## config.mk

```make
export PLATFORM = sky130hd
export DESIGN_NAME = dice_counter_flat
export DESIGN_NICKNAME = d
export VERILOG_FILES = /design/src/rtl/dice_counter_if.sv /design/src/rtl/dice_counter.sv /design/src/flat_wrapper.sv
export SDC_FILE = /design/constraint.sdc
export NUM_CORES = 1
export LEC_CHECK = 0
export CORE_MARGIN = 2
export CORE_UTILIZATION = 52
export DETAILED_ROUTE_END_ITERATION = 10
export PLACE_DENSITY = 0.84
export SLEW_MARGIN = 5
export SYNTH_ARGS = -nofsm -noshare
export SYNTH_HDL_FRONTEND = slang
export SYNTH_SLANG_ARGS = --single-unit
```

## constraint.sdc

```tcl
create_clock -name clk -period 5 [get_ports clk]
set_clock_uncertainty 0.15 [all_clocks]
set_input_delay 0.5 -clock clk [delete_from_list [all_inputs] [get_ports clk]]
set_output_delay 0.5 -clock clk [all_outputs]
set_load 0.03 [all_outputs]
```

## src/rtl/dice_counter_if.sv

```systemverilog
// Round-input and score-output bundle for dice_counter.
// With DICE_FACE_CHECK_EN defined the bundle also carries face_err.
interface dice_counter_if #(
    parameter int unsigned TALLY_W = 8
);
    logic               in_valid;
    logic               clear;
    logic [0:2]         a;
    logic [0:2]         b;
    logic [0:2]         c;
    logic [0:2]         d;
    logic [0:3]         sum1;
    logic [0:3]         sum2;
    logic [0:2]         x;
    logic               out_valid;
    logic [TALLY_W-1:0] wins;
    logic [TALLY_W-1:0] ties;
    logic [TALLY_W-1:0] losses;
`ifdef DICE_FACE_CHECK_EN
    logic               face_err;
`endif

    modport master (
        output in_valid, clear, a, b, c, d,
        input  sum1, sum2, x, out_valid, wins, ties, losses
`ifdef DICE_FACE_CHECK_EN
        , input face_err
`endif
    );

    modport slave (
        input  in_valid, clear, a, b, c, d,
        output sum1, sum2, x, out_valid, wins, ties, losses
`ifdef DICE_FACE_CHECK_EN
        , output face_err
`endif
    );
endinterface

```

## src/rtl/dice_counter.sv

```systemverilog
// Dual-dice score comparator with saturating win/tie/loss tallies.
// Optional DICE_FACE_CHECK_EN flags rounds holding a 0 or 7 and keeps them out of the tallies.
module dice_counter #(
    parameter int unsigned TALLY_W = 8
) (
    input logic           clk,
    input logic           rst_n,
    dice_counter_if.slave bus
);
    logic [0:3]         sum1_q, sum1_d, sum1_new;
    logic [0:3]         sum2_q, sum2_d, sum2_new;
    logic [0:2]         x_q, x_d, x_new;
    logic               out_valid_q;
    logic [TALLY_W-1:0] wins_q, wins_d;
    logic [TALLY_W-1:0] ties_q, ties_d;
    logic [TALLY_W-1:0] losses_q, losses_d;
    logic               face_bad;
    logic               count_en;

    always_comb begin
        sum1_new = {1'b0, bus.a} + {1'b0, bus.b};
        sum2_new = {1'b0, bus.c} + {1'b0, bus.d};
        x_new    = {sum1_new > sum2_new, sum1_new == sum2_new, sum1_new < sum2_new};
`ifdef DICE_FACE_CHECK_EN
        face_bad = (bus.a == 3'd0) || (bus.a == 3'd7) || (bus.b == 3'd0) || (bus.b == 3'd7) ||
                   (bus.c == 3'd0) || (bus.c == 3'd7) || (bus.d == 3'd0) || (bus.d == 3'd7);
`else
        face_bad = 1'b0;
`endif
        count_en = bus.in_valid && !face_bad;

        sum1_d   = sum1_q;
        sum2_d   = sum2_q;
        x_d      = x_q;
        wins_d   = wins_q;
        ties_d   = ties_q;
        losses_d = losses_q;

        if (bus.in_valid) begin
            sum1_d = sum1_new;
            sum2_d = sum2_new;
            x_d    = x_new;
        end

        // clear takes priority over a same-cycle round for the tallies only
        if (bus.clear) begin
            wins_d   = '0;
            ties_d   = '0;
            losses_d = '0;
        end else if (count_en) begin
            if (x_new[0] && (wins_q != '1))   wins_d   = wins_q + TALLY_W'(1);
            if (x_new[1] && (ties_q != '1))   ties_d   = ties_q + TALLY_W'(1);
            if (x_new[2] && (losses_q != '1)) losses_d = losses_q + TALLY_W'(1);
        end
    end

    always_ff @(posedge clk or negedge rst_n) begin
        if (!rst_n) begin
            sum1_q      <= '0;
            sum2_q      <= '0;
            x_q         <= '0;
            out_valid_q <= 1'b0;
            wins_q      <= '0;
            ties_q      <= '0;
            losses_q    <= '0;
        end else begin
            sum1_q      <= sum1_d;
            sum2_q      <= sum2_d;
            x_q         <= x_d;
            out_valid_q <= bus.in_valid;
            wins_q      <= wins_d;
            ties_q      <= ties_d;
            losses_q    <= losses_d;
        end
    end

`ifdef DICE_FACE_CHECK_EN
    logic face_err_q;

    always_ff @(posedge clk or negedge rst_n) begin
        if (!rst_n) begin
            face_err_q <= 1'b0;
        end else if (bus.in_valid) begin
            face_err_q <= face_bad;
        end
    end

    assign bus.face_err = face_err_q;
`endif

    assign bus.sum1      = sum1_q;
    assign bus.sum2      = sum2_q;
    assign bus.x         = x_q;
    assign bus.out_valid = out_valid_q;
    assign bus.wins      = wins_q;
    assign bus.ties      = ties_q;
    assign bus.losses    = losses_q;
endmodule

```

## src/flat_wrapper.sv

```systemverilog
// flat-port wrapper written by rule: the top's interface ports become plain ports
module dice_counter_flat 
#(
    parameter int unsigned TALLY_W = 8
)
  (clk, rst_n, bus_in_valid, bus_clear, bus_a, bus_b, bus_c, bus_d, bus_sum1, bus_sum2, bus_x, bus_out_valid, bus_wins, bus_ties, bus_losses);
  dice_counter_if #(.TALLY_W(TALLY_W)) bus_i ();
  input logic clk;
  input logic rst_n;
  input wire logic [$bits(bus_i.in_valid)-1:0] bus_in_valid;
  input wire logic [$bits(bus_i.clear)-1:0] bus_clear;
  input wire logic [$bits(bus_i.a)-1:0] bus_a;
  input wire logic [$bits(bus_i.b)-1:0] bus_b;
  input wire logic [$bits(bus_i.c)-1:0] bus_c;
  input wire logic [$bits(bus_i.d)-1:0] bus_d;
  output wire logic [$bits(bus_i.sum1)-1:0] bus_sum1;
  output wire logic [$bits(bus_i.sum2)-1:0] bus_sum2;
  output wire logic [$bits(bus_i.x)-1:0] bus_x;
  output wire logic [$bits(bus_i.out_valid)-1:0] bus_out_valid;
  output wire logic [$bits(bus_i.wins)-1:0] bus_wins;
  output wire logic [$bits(bus_i.ties)-1:0] bus_ties;
  output wire logic [$bits(bus_i.losses)-1:0] bus_losses;
  assign bus_i.in_valid = bus_in_valid;
  assign bus_i.clear = bus_clear;
  assign bus_i.a = bus_a;
  assign bus_i.b = bus_b;
  assign bus_i.c = bus_c;
  assign bus_i.d = bus_d;
  assign bus_sum1 = bus_i.sum1;
  assign bus_sum2 = bus_i.sum2;
  assign bus_x = bus_i.x;
  assign bus_out_valid = bus_i.out_valid;
  assign bus_wins = bus_i.wins;
  assign bus_ties = bus_i.ties;
  assign bus_losses = bus_i.losses;
  dice_counter #(.TALLY_W(TALLY_W)) u_core (.clk(clk), .rst_n(rst_n), .bus(bus_i));
endmodule
```

=== Word-level counts from Yosys, hierarchy flattened ===
Index checks and enable logic that the tools add are counted.

* Bits of input ports: 16
* Bits in registers: 36
* Word-level logic and storage cells: 37
* Output and inout port bits: 36

* Magnitude comparators: 2
* Eq/ne operators: 4
* Add/sub/neg operators: 5
* Multiplexer cells: 9
* Reductions and logical operators: 10

{| class="wikitable"
|+ Operators by type and width
! kind !! count
|-
| two-way mux 8 bit || 9
|-
| adder 8 x 1 -> 8 bit (second input constant) || 3
|-
| inequality test 8 bit (second input constant) || 3
|-
| adder 3 x 3 -> 4 bit || 2
|-
| nonzero test 2 bit || 4
|-
| AND reduction 2 bit || 3
|-
| == test 4 bit || 1
|-
| > comparator 4 bit || 1
|-
| less-than comparator 4 bit || 1
|-
| logical AND 1 bit || 3
|}

=== Logic depth before layout (Yosys ltp) ===
Gate-level depths: netlist of run 1.

* Depth after elaboration: 6
* Mapped depth: 10
* Depth with buffers taken out: 9

=== Worst setup path after synthesis of run 1 ===
Ideal clock, no wire load.

* Path kind: in2reg
* From: input bus_d[0]
* To: register u_core.losses_q[7] (netlist: u_core.bus.losses[7])
* Arrival: 2694 ps
* Library setup time: 128 ps
* Path slack: 2029 ps
* Path buffers: 0
* Data required time: 4722 ps
* Stages on the path: 9
* Cells stage by stage: ha_1 > fa_1 > inv_1 > ha_1 > nor2b_4 > o211a_2 > nor4_4 > nand4_1 > mux2_1

* Cells in the longest elaborated chain, start to end: 5

{| class="wikitable"
|+ Ends and longest elaborated chain
! element !! RTL line !! RTL
|-
| start, declared || flat_wrapper.sv:15 || <nowiki>input wire logic [$bits(bus_i.d)-1:0] bus_d;</nowiki>
|-
| adder 3 x 3 -> 4 bit || dice_counter.sv:22 || <nowiki>sum2_new = {1'b0, bus.c} + {1'b0, bus.d};</nowiki>
|-
| via u_core.sum2_new (one bit) || dice_counter.sv:11 || <nowiki>logic [0:3] sum2_q, sum2_d, sum2_new;</nowiki>
|-
| less-than comparator 4 bit || dice_counter.sv:23 || <nowiki>x_new = {sum1_new > sum2_new, sum1_new == sum2_new, sum1_new < sum2_new};</nowiki>
|-
| logical AND 1 bit || dice_counter.sv:53 || <nowiki>if (x_new[2] && (losses_q != '1)) losses_d = losses_q + TALLY_W'(1);</nowiki>
|-
| nonzero test 2 bit (no line) || - ||
|-
| AND reduction 2 bit (no line) || - ||
|-
| end signal, assigned || dice_counter.sv:73 || <nowiki>losses_q <= losses_d;</nowiki>
|-
| end, declared || dice_counter.sv:16 || <nowiki>logic [TALLY_W-1:0] losses_q, losses_d;</nowiki>
|}

The timed path passes the listed nets, and every way through them passes these cells.
A chain may end at the register's enable or synchronous reset.

=== Worst setup path after layout of run 1 ===
* From: input bus_d[0]
* To: register u_core.wins_q[6] (netlist: u_core.bus.wins[6])

* Cells in the longest elaborated chain, start to end: 5

{| class="wikitable"
|+ Ends and longest elaborated chain
! element !! RTL line !! RTL
|-
| adder 3 x 3 -> 4 bit || dice_counter.sv:22 ||
|-
| via u_core.sum2_new (one bit) || dice_counter.sv:11 ||
|-
| > comparator 4 bit || dice_counter.sv:23 ||
|-
| logical AND 1 bit || dice_counter.sv:51 || <nowiki>if (x_new[0] && (wins_q != '1)) wins_d = wins_q + TALLY_W'(1);</nowiki>
|-
| nonzero test 2 bit (no line) || - ||
|-
| AND reduction 2 bit (no line) || - ||
|-
| end signal, assigned || dice_counter.sv:71 || <nowiki>wins_q <= wins_d;</nowiki>
|-
| end, declared || dice_counter.sv:14 || <nowiki>logic [TALLY_W-1:0] wins_q, wins_d;</nowiki>
|}

The timed path passes the listed nets, and every way through them passes these cells.

==> out/metrics.cfg, run 1 <==
[outcome]
outcome = complete, no violations

[placed_design]
dp_cells = 287
port_buffers = 51
gp_congestion = 0.779
hpwl_mm = 3.12

[floorplan]
start_util_pct = 54.2
placementRows = 22
pin_count = 52
die_area_mm2 = 0.00436
core-area_mm2 = 0.00369
fp.dieW_um = 66.0
fp.dieH_um = 66.0

[layout]
diodes = 0
area_delta_synth_final_pct = 32.3
fin_nets = 277
drive_gt1_share_pct = 8.91
final_cell_mix = clkdlybuf4s50_1 (51), dfrtp_1 (36), nor2_1 (29), ha_1 (13), nand3_1 (11)
instances_no_fill = 295
final_common_cell = clkdlybuf4s50_1
multiInputGateArea_mm2 = 0.00106
num-fill-cells = 297
seqCellArea_um2 = 901

[clock_tree]
postCtsSetupBuffers = 0
insertion_delay_ps = 290
cts.sinks = 36
cts.clk_slew.worst_paths_ps = 70
clockBufferDepth = 2
htree_levels = 2
cts_tree = yes
cts.repair.resized = 0
cts_hold_buf = 0
ctsRootBufferMaster = clkbuf_8
cts_buffers = 5

[critical_path]
cp_max_fo = 6
cpPeakStageDelay_ps = 510
cp_common_cell = ha_1
crit_chain = clkdlybuf4s50_1 -> ha_1 -> fa_1 -> inv_1 -> ha_1 -> nor2b_4 -> o211ai_1 -> a21oi_1 -> nand3_1 -> mux2_2
cp_slowest_cell = fa_1
critPathLaunchType = primary input
worst_setup_path_end_kind = flop
critPathArrivalTime_ps = 3280
setup.worst_path.class = in -> reg
required_ps = 5020
rrSetupSlack_ps = 2990

[global_routing]
grt_pass1_wl_mm = 6.93
grt_pass1_vias = 1575
grt-ovfl-total = 0
track_usage_pct = 21.2
grt_max_degree = 37
antenna_found_initial = 0

[synth]
synth-edff-count = 0
ys_ff_latch = 36
synth_cell_type_count = 37
synthCells = 192
synth-async-reset-ratio_pct = 100
syn-cell-area_mm2 = 0.00200
syn-num-nets = 223
ys.flop_type = dfrtp_1
syn_avg_cell_area_um2 = 10.4
seq_area_frac_synth_pct = 45.0
yosysWarnings = 0

[routing]
drc = 0
route.vias.total = 1626
postRouteAntennaNets = 0
routed_wl_mm = 4.18
wl_per_cell_um = 14.2
avgViaCountPerCell = 5.51
dr.pass1.iters = 4
first_iter_violations = 76

[timing]
rsz0062_at_grt = no
slew_viol_final = 0
tightest_slew_ps = 905
period_share_pct = 65.2
fin_tns_setup_ps = 0
fin_hold_ws_ps = 334
min_period_ps = 3260
hold_violations = 0
setup_viol_count_final = 0
timing.fmax_mhz = 307
max_slew_margin_pct = 39.5

[flow_run]
drv_cap = 0

[power_and_ir_drop]
vdd_ir_drop_max_v = 0.000181
power.leakage_nw = 1.13
p_per_area_mw_per_mm2 = 290

[min_path]
hp-class = reg -> reg

report_power, final:
part / switching, W / total, W / internal, W
Combinational: 0.000128 / 0.000227 / 0.0000985
Sequential: 0.0000165 / 0.000331 / 0.000314
Clock: 0.0000970 / 0.000209 / 0.000112
layer usage:
layer / vias to the layer above / share of wire, % / global-route usage (%)
met3: 7 / 4.0 / 4.60
met1: 781 / 45 / 28.4
met5: - / 0 / 0
li1: 801 / - / -
met2: 37 / 49 / 33.7
met4: 0 / 1.7 / 8.42
cell type report:
cell class / instances / share of cell area, %
Sequential cell: 36 / 34.0
Inverter: 5 / 0.709
Clock buffer: 8 / 3.40
Timing Repair Buffer: 52 / 19.6
Multi-Input combinational cell: 146 / 40.0
Tap cell: 48 / 2.27
stage by stage:
step	instance area, um2	util, %	power [W]	setup slack [ps]
3_3_place_gp	2560	69.3	0.000556	1530
3_5_place_dp	2560	69.3	0.000563	1470
6_report	2650	71.8	0.000767	1740
5_1_grt	2650	71.8	0.000802	1600
4_1_cts	2650	71.8	0.000771	1770
2_1_floorplan	2000	-	0.000475	2030
cell families (layout without fill, tap and decap cells):
family | count (synthesis) | count (layout) | synth area share, %
simple gates | 75 | 75 | 19.2
flops | 36 | 36 | 45.0
compound gates | 33 | 33 | 12.3
fa+ha+maj | 15 | 15 | 10.1
mux | 12 | 12 | 6.50
xor+xnor | 11 | 11 | 4.82
buf+inv | 10 | 65 | 2.00
cells in the mapped netlist (all sizes together), types with 5 or more instances:
cell type / n / area share [%]
dfrtp: 36 / 45
nor2: 29 / 5.4
ha: 13 / 8.1
a21oi: 11 / 3.3
nand3: 11 / 2.8
nand2: 10 / 2.0
xnor2: 9 / 3.9
mux2: 8 / 4.5
nor3: 8 / 2.0
a21o: 5 / 1.9
inv: 5 / 0.94
nand4: 5 / 1.6
worst paths after layout:
path	start	to	depth (start not counted)
setup reg to reg	u_core.bus.wins[0]	u_core.bus.wins[6]	6
max in group asynchronous	rst_n	u_core.bus.x[1]	2
hold / removal	u_core.bus.x[2]	u_core.bus.x[2]	1
min in group asynchronous	rst_n	u_core.bus.ties[0]	2
setup / recovery	bus_d[0]	u_core.bus.wins[6]	10
hold reg to reg	u_core.bus.x[2]	u_core.bus.x[2]	1
worst max-delay path: cells and delay by family:
family / cells / cell delay [ps]
adders and majority gates: 3 / 1040
muxes: 1 / 330
AOI/OAI and AO/OA: 2 / 660
and+or+nand+nor: 2 / 290
buffers and inverters: 2 / 450
flip-flops by register name, indices dropped and copies added, names as in the netlist:
signal                count
u_core.bus.losses         8
u_core.bus.ties           8
u_core.bus.wins           8
u_core.bus.sum1           4
u_core.bus.sum2           4
u_core.bus.x              3
u_core.bus.out_valid      1
(Power assumes the default switching activity.)
==> run 2, diff against run 1 <==
- CORE_UTILIZATION: 52 -> 49
- PLACE_DENSITY: 0.84 -> 0.8
- clock period: 5 -> 3.35 ns (I/O delays scaled with it)
==> run 2 against run 1 <==
  * Clock power grew 41%
  * Critical path depth unchanged
  * Via count up 0.86%
  * Combinational power increased by 55%
  * Critical endpoint is now u_core.bus.losses[7]
  * Die area up 5.8%
==> out/metrics.cfg, run 2 (same netlist as run 1, synthesis figures left out) <==
[layout]
final_common_cell = clkdlybuf4s50_1
finish.instance_area_mm2 = 0.00269  ; +1.6%
drive_gt1_share_pct = 11.5  ; +2.6 points
diodes = 0  ; unchanged
seqCellArea_um2 = 901  ; unchanged
area_delta_synth_final_pct = 34.5
final_cell_mix = clkdlybuf4s50_1 (51), dfrtp_1 (36), nor2_1 (29), ha_1 (13), nand3_1 (11)
multiInputGateArea_mm2 = 0.00106  ; unchanged
fin_nets = 284  ; +2.5%
num-fill-cells = 320  ; +7.7%

[critical_path]
rrSetupSlack_ps = 1480  ; -1510 ps
cp_max_fo = 6  ; unchanged
rr_startpoint = u_core.bus.wins[0]
worstSetupStartpoint = bus_d[0]
r2r-end = u_core.bus.wins[6]
worst_setup_path_end_kind = flop
required_ps = 3380  ; -1640 ps
critPathArrivalTime_ps = 2990  ; -290 ps
setup.worst_path.class = in -> reg
critPathLaunchType = primary input
r2r_cells = 6  ; unchanged

[clock_tree]
cts_hold_buf = 0  ; unchanged
cts.clk_slew.worst_paths_ps = 70  ; about the same
cts_tree = yes
postCtsSetupBuffers = 0  ; unchanged
cts_buffers = 5  ; unchanged
htree_levels = 2  ; unchanged
ctsRootBufferMaster = clkbuf_8
cts.repair.resized = 0  ; unchanged
clockBufferDepth = 2  ; unchanged
cts.sinks = 36  ; unchanged
insertion_delay_ps = 290  ; about the same

[min_path]
hp-class = in -> async

[timing]
max_slew_margin_pct = 65.8  ; +26 points
tightest_slew_ps = 509  ; -396 ps
slew_viol_final = 0  ; unchanged
fin_tns_setup_ps = 0  ; unchanged
setup_viol_count_final = 0  ; unchanged
timing.fmax_mhz = 337
min_period_ps = 2970
hold_violations = 0  ; unchanged
rsz0062_at_grt = no
period_share_pct = 88.5

[floorplan]
placementRows = 23  ; +4.5%
core-area_mm2 = 0.00397  ; +7.7%
pin_count = 52  ; unchanged
start_util_pct = 50.4  ; -3.9 points
fp.dieH_um = 67.9  ; +2.8%
die_area_mm2 = 0.00461  ; +5.8%
fp.dieW_um = 67.9  ; +2.8%

[power_and_ir_drop]
power.leakage_nw = 1.16  ; +2.7%
finalPower_w = 0.00114  ; +49%
p_per_area_mw_per_mm2 = 424  ; +46%
vdd_ir_drop_max_v = 0.000278  ; +54%

[placed_design]
hpwl_mm = 3.16  ; +1.4%
port_buffers = 51  ; unchanged
gp_congestion = 0.775  ; -0.44%
place_area_mm2 = 0.00261  ; +2.2%

[global_routing]
grt_pass1_wl_mm = 7.26  ; +4.7%
antenna_found_initial = 0  ; unchanged
track_usage_pct = 21.3  ; +0.080 points
grt-ovfl-total = 0  ; unchanged
grt_pass1_vias = 1577  ; +0.13%
grt_max_degree = 37  ; unchanged

[routing]
avgViaCountPerCell = 5.41  ; -1.8%
postRouteAntennaNets = 0  ; unchanged
drc = 0  ; unchanged
route.vias.total = 1640  ; +0.86%
first_iter_violations = 117  ; +54%
dr.pass1.iters = 4  ; unchanged
routed_wl_mm = 4.29  ; +2.8%
wl_per_cell_um = 14.2  ; about the same

[outcome]
outcome = complete, no violations

[flow_run]
drv_cap = 0  ; unchanged

[run 2: cell count changes in the layout (fill, tap and decap cells not counted)]
cell,change
buf_4,+7
clkbuf_1,-1
clkbuf_8,-1
clkinv_2,+1
[run 2: area by class of cell]
type	count	area share (%)
clock inverter	1	0.186
timing repair buffer	59	21.2
multi-input combinational	146	39.4
clock buffer	6	2.70
tap	50	2.33
inverter	5	0.698
sequential	36	33.5
[run 2: routing by layer]
metal,up-vias,routed length [um],track usage (%)
li1,811,-,-
met3,6,249,7.07
met1,786,2010,27.8
met2,37,1970,33.7
met5,-,0,0
met4,0,68,6.75
[run 2: stage by stage]
stage          cells  util (%)  setup slack, ps  hold slack (ps)
2_1_floorplan    192         -              544             -111
3_3_place_gp     296      65.8              116              328
3_5_place_dp     296      65.8             69.0              337
4_1_cts          303      67.7              379              329
5_1_grt          303      67.7              230              362
6_report         303      67.7              385              313
[run 2: how the worst max path moves through the flow]
stage / cells past startpoint / end / slack, ps
after floorplan: 9 / u_core.bus.losses[7] / 540
final: 10 / u_core.bus.losses[7] / 380
after global routing: 10 / u_core.bus.losses[7] / 230
after global placement: 10 / u_core.bus.losses[7] / 120
after CTS: 10 / u_core.bus.losses[7] / 380
after detailed placement: 10 / u_core.bus.losses[7] / 70
[run 2: power breakdown]
group / total, W / internal [W] / switching (W)
logic: 0.000351 / 0.000158 / 0.000193
clock network: 0.000294 / 0.000141 / 0.000152
registers: 0.000495 / 0.000469 / 0.0000264
[run 2: critical path, cell delays in order]
cell	delay (ps)
clkdlybuf4s50_1	410
ha_1	230
fa_1	500
inv_1	50
ha_1	300
nor2b_4	140
o211a_2	290
nor4_4	290
nand4_1	130
mux2_1	320
